[src/rtl/led_indicator_bank.sv]
// Bank of LED drivers: per-channel mode (off/on/blink/activity) with a shared
// tick prescaler, a global blink phase and per-channel activity pulse stretching.
module led_indicator_bank #(
  parameter int          CHANNELS      = 8,
  parameter int          TICK_DIV      = 6000000,
  parameter int          STRETCH_TICKS = 2,
  parameter logic [1:0]  DEF_MODE      = 2'b10
) (
  input  logic                clk,
  input  logic                rst_n,
  input  logic                cfg_we,
  input  logic [4:0]          cfg_ch,
  input  logic [1:0]          cfg_mode,
  input  logic [CHANNELS-1:0] events,
  output logic [CHANNELS-1:0] led,
  output logic                tick
);

  localparam int PW = (TICK_DIV > 1) ? $clog2(TICK_DIV) : 1;
  localparam int CW = $clog2(STRETCH_TICKS + 1);
  localparam logic [PW-1:0] PRESC_LAST = PW'(TICK_DIV - 1);
  localparam logic [CW-1:0] CNT_LOAD   = CW'(STRETCH_TICKS);

  localparam logic [1:0] MODE_OFF   = 2'b00;
  localparam logic [1:0] MODE_ON    = 2'b01;
  localparam logic [1:0] MODE_BLINK = 2'b10;
  localparam logic [1:0] MODE_ACT   = 2'b11;

  logic [PW-1:0] presc_reg;
  logic          phase_reg;
  logic          tick_int;
  logic          cfg_ok;

  assign tick_int = (presc_reg == PRESC_LAST);
  assign cfg_ok   = cfg_we && (32'(cfg_ch) < CHANNELS);

  always_ff @(posedge clk or negedge rst_n) begin
    if (!rst_n) begin
      presc_reg <= '0;
      phase_reg <= 1'b0;
      tick      <= 1'b0;
    end else begin
      presc_reg <= tick_int ? '0 : presc_reg + PW'(1);
      phase_reg <= phase_reg ^ tick_int;
      tick      <= tick_int;
    end
  end

  for (genvar gi = 0; gi < CHANNELS; gi++) begin : g_ch
    logic [1:0]    mode_reg, mode_next;
    logic [CW-1:0] cnt_reg, cnt_next;
    logic          led_reg;

    // The event rule follows the mode being written this cycle, not the old one.
    always_comb begin
      mode_next = mode_reg;
      if (cfg_ok && (cfg_ch == 5'(gi)))
        mode_next = cfg_mode;
      cnt_next = '0;
      if (mode_next == MODE_ACT) begin
        if (events[gi])
          cnt_next = CNT_LOAD;
        else if (tick_int && (cnt_reg != '0))
          cnt_next = cnt_reg - CW'(1);
        else
          cnt_next = cnt_reg;
      end
    end

    always_ff @(posedge clk or negedge rst_n) begin
      if (!rst_n) begin
        mode_reg <= DEF_MODE;
        cnt_reg  <= '0;
        led_reg  <= 1'b0;
      end else begin
        mode_reg <= mode_next;
        cnt_reg  <= cnt_next;
        case (mode_reg)
          MODE_OFF:   led_reg <= 1'b0;
          MODE_ON:    led_reg <= 1'b1;
          MODE_BLINK: led_reg <= phase_reg;
          default:    led_reg <= (cnt_reg != '0);
        endcase
      end
    end

    assign led[gi] = led_reg;
  end

endmodule

[config.mk]
export PLATFORM = sky130hd
export DESIGN_NAME = led_indicator_bank
export DESIGN_NICKNAME = d
export VERILOG_FILES = /design/src/rtl/led_indicator_bank.sv
export SDC_FILE = /design/constraint.sdc
export NUM_CORES = 1
export LEC_CHECK = 0
export CAP_MARGIN = 10
export CORE_UTILIZATION = 40
export CTS_BUF_LIST = sky130_fd_sc_hd__clkbuf_2 sky130_fd_sc_hd__clkbuf_4 sky130_fd_sc_hd__clkbuf_8
export DETAILED_ROUTE_END_ITERATION = 8
export HOLD_SLACK_MARGIN = 0.08
export PLACE_DENSITY = 0.55
export SLEW_MARGIN = 10
export SYNTH_ARGS = -nofsm -noshare
export SYNTH_HDL_FRONTEND = slang
export SYNTH_SLANG_ARGS = --single-unit
[constraint.sdc]
create_clock -name clk -period 4.9 [get_ports clk]
set_input_delay 0.98 -clock clk [delete_from_list [all_inputs] [get_ports clk]]
set_output_delay 0.98 -clock clk [all_outputs]
set_load 0.05 [all_outputs]
==> flow_summary.json <==
{
  "netlist.top_cell.by_area": "dfrtp_1",
  "p_comb_frac": 0.132,
  "h-tree-depth": 3,
  "crit_cells": 5,
  "multi_input_area_um2": 1534,
  "viasPerCell": 5.421,
  "ys_warn_count": 0,
  "initial_core_util": 0.4223,
  "seqCellArea_um2": 1637,
  "die_w_um": 93.25,
  "grt_first_pass_wirelength_um": 11670,
  "critPathBufInv": 1,
  "first_pass_iters": 4,
  "fmaxAchievable_mhz": 369.9,
  "post_cts_buffers": 0,
  "fin_setup_tns_ns": 0,
  "grt_start_max_net_pins": 36,
  "fin_skew_ns": 0.008142,
  "drc": 0,
  "synth_top_area_frac": 0.4282,
  "r2r_slack_ns": 2.37,
  "maxSlewViolCount": 0,
  "crit_path_start_kind": "input pin",
  "holdWs_ns": 0.4608,
  "place_inst": 428,
  "required_ns": 5.15,
  "layout_common_cells": "dfrtp_1 (57), clkdlybuf4s50_1 (25), mux2_2 (24), nand3_1 (20)",
  "clk_latency_ns": 0.34,
  "dp_hpwl_um": 4853,
  "worst_pin_slew_ns": 0.8614,
  "cts_buffers": 9,
  "crit_family": "simple AND/OR/NAND/NOR gates",
  "final_cells": 444,
  "period_minus_slack_ns": 2.703,
  "cap_violations": 0,
  "dieArea_um2": 8696,
  "cts_resized": 0,
  "rsz0062_at_grt": "no",
  "place.gp.congestion": 0.7176,
  "setup_viol": 0,
  "irDropWorstVdd_v": 0.0001272,
  "holdCritStartpoint": "presc_reg[0]",
  "avgSynthCellArea_um2": 10.57,
  "overflow": 0,
  "p_per_area_nw_per_um2": 353.3,
  "syn_inst": 315,
  "finalHoldViolCount": 0,
  "p_sw_frac": 0.2556,
  "min_to": "presc_reg[0]",
  "grt_pass1_vias": 2406,
  "critPathKind": "in2reg",
  "core_area_um2": 7888,
  "grtUsageTotal": 0.1738,
  "post-route-period-util": 0.5517,
  "n_antenna_cell": 0,
  "synth-edff-count": 0,
  "synth_area_um2": 3331,
  "port_buffers": 26,
  "p_sw_w": 0.0003504,
  "p_int_w": 0.001020,
  "crit_slowest_cell": "or3b_2",
  "synth.distinct_cells": 39,
  "clk_pin_slew_ns": 0.07,
  "status": "finished, final reports clean",
  "largest_reg_flops": 23,
  "synthTopCellsByArea": "dfrtp_1 (43%), mux2_2 (8.1%), dfstp_2 (6.3%)",
  "pwr-share-clk": 0.417,
  "seq_area_frac_synth": 0.4914,
  "final_common_cell": "dfrtp_1",
  "cts_max_path_buffers": 2,
  "drive_gt1_frac": 0.1608,
  "slew_headroom": 0.4205,
  "end_kind": "flop",
  "drt_iter0_drc": 141,
  "routed_wirelength_um": 6794,
  "crit_fanout": 4,
  "cts_root_buffer": "clkbuf_8",
  "cts_tree": "yes",
  "avgRoutedWirePerCell_um": 15.30,
  "rr_startpoint": "presc_reg[0]",
  "antenna_found_initial": 0,
  "synth_nets": 342,
  "r2r-end": "phase_reg",
  "rows": 32,
  "p_seq_frac": 0.452,
  "cts_sinks": 65,
  "slowest_delay_ns": 0.49,
  "holdPathStages": 1,
  "cp_cell_sequence": "clkdlybuf4s50_1 > or3b_2 > nor3_1 > mux2_2 > a211oi_1",
  "nets": 364,
  "syn_to_final_growth_pct": 16.49,
  "crit_arrival_ns": 2.95,
  "ant_nets": 0,
  "holdCritPathClass": "reg2reg",
  "synthFlopType": "dfrtp_1",
  "cts_hold_buf": 0,
  "reg2regPathDepth": 5,
  "ys_ff_latch": 65,
  "power_leakage_nw": 1.572,
  "io_pins": 27,
  "fillCellCount": 687,
  "async_flop_share": 1.000,
  "die_height_um": 93.25,
  "vias": 2407
}
[worst register-to-register path, delay by kind of cell (launching register included)]
kind / cells / cell delay [ns]
and+or+nand+nor: 3 / 1.62
xor gates and xnor gates: 1 / 0.13
adders and majority gates: 1 / 0.26
DFF: 1 / 0.37
[synthesized netlist by cell type, drive strengths merged (2+ instances only)]
cell type,n
mux2,24
and4b,6
xnor2,9
nand4,4
a21o,6
o31ai,4
a211oi,14
or3b,2
ha,9
nor4,12
o21ai,6
nor3b,2
dfstp,8
xor2,7
nand3,21
mux2i,5
a21oi,11
inv,18
or3,3
and3,7
clkbuf,6
dfrtp,57
buf,10
a31oi,10
nor3,9
nor2,18
nand2,14
nand2b,2
or4,4
[kinds of logic after synthesis]
group / share of synthesized area
buffers and inverters: 0.04808
flip-flops: 0.4914
XOR/XNOR: 0.04208
AO/OA/AOI/OAI: 0.09842
multiplexers: 0.09617
AND/OR/NAND/NOR: 0.1901
adder cells (fa/ha/maj): 0.03381
[how the worst max path moves through the flow]
stage	slack [ns]	start	end
after CTS	2.20	cfg_ch[0]	g_ch[3].cnt_reg[0]
after floorplan	2.45	cfg_ch[4]	g_ch[3].cnt_reg[0]
final	2.20	cfg_ch[0]	g_ch[3].cnt_reg[0]
after global routing	2.10	cfg_ch[0]	g_ch[3].cnt_reg[1]
after global placement	1.92	cfg_ch[0]	g_ch[3].cnt_reg[0]
after detailed placement	1.83	cfg_ch[0]	g_ch[3].cnt_reg[1]
[layer usage]
| metal | up-vias | track usage | part of all wire |
|---|---|---|---|
| li1 | 1199 | - | - |
| met1 | 1154 | 0.2526 | 0.53 |
| met2 | 44 | 0.2580 | 0.43 |
| met3 | 10 | 0.03252 | 0.031 |
| met4 | 0 | 0.06154 | 0.015 |
| met5 | - | 0 | 0 |
[power by group through the flow]
stage	registers (W)	logic (W)	clock network, W
after floorplan	0.000622	0.000133	0
after global placement	0.000628	0.000181	0
after detailed placement	0.000630	0.000183	0
after CTS	0.000619	0.000183	0.000588
after global routing	0.000627	0.000197	0.000618
final	0.000619	0.000180	0.000571
[cell type report]
class | count | share of cell area
repair buffers | 27 | 0.06772
inverters | 18 | 0.01741
clock inverters | 6 | 0.02935
multi-input cells | 216 | 0.3954
well taps | 102 | 0.03289
flip-flops and latches | 65 | 0.4218
clock buffers | 10 | 0.03547
[metrics by stage]
stage	total power [W]	setup slack, ns	util	area (µm²)
after floorplan	0.0007559	2.449	-	3331
after global placement	0.0008089	1.915	0.4600	3628
after detailed placement	0.0008124	1.834	0.4600	3628
after CTS	0.001390	2.205	0.4919	3880
after global routing	0.001441	2.100	0.4919	3880
final	0.001371	2.197	0.4919	3880
Power figures use the tool's default switching activity.
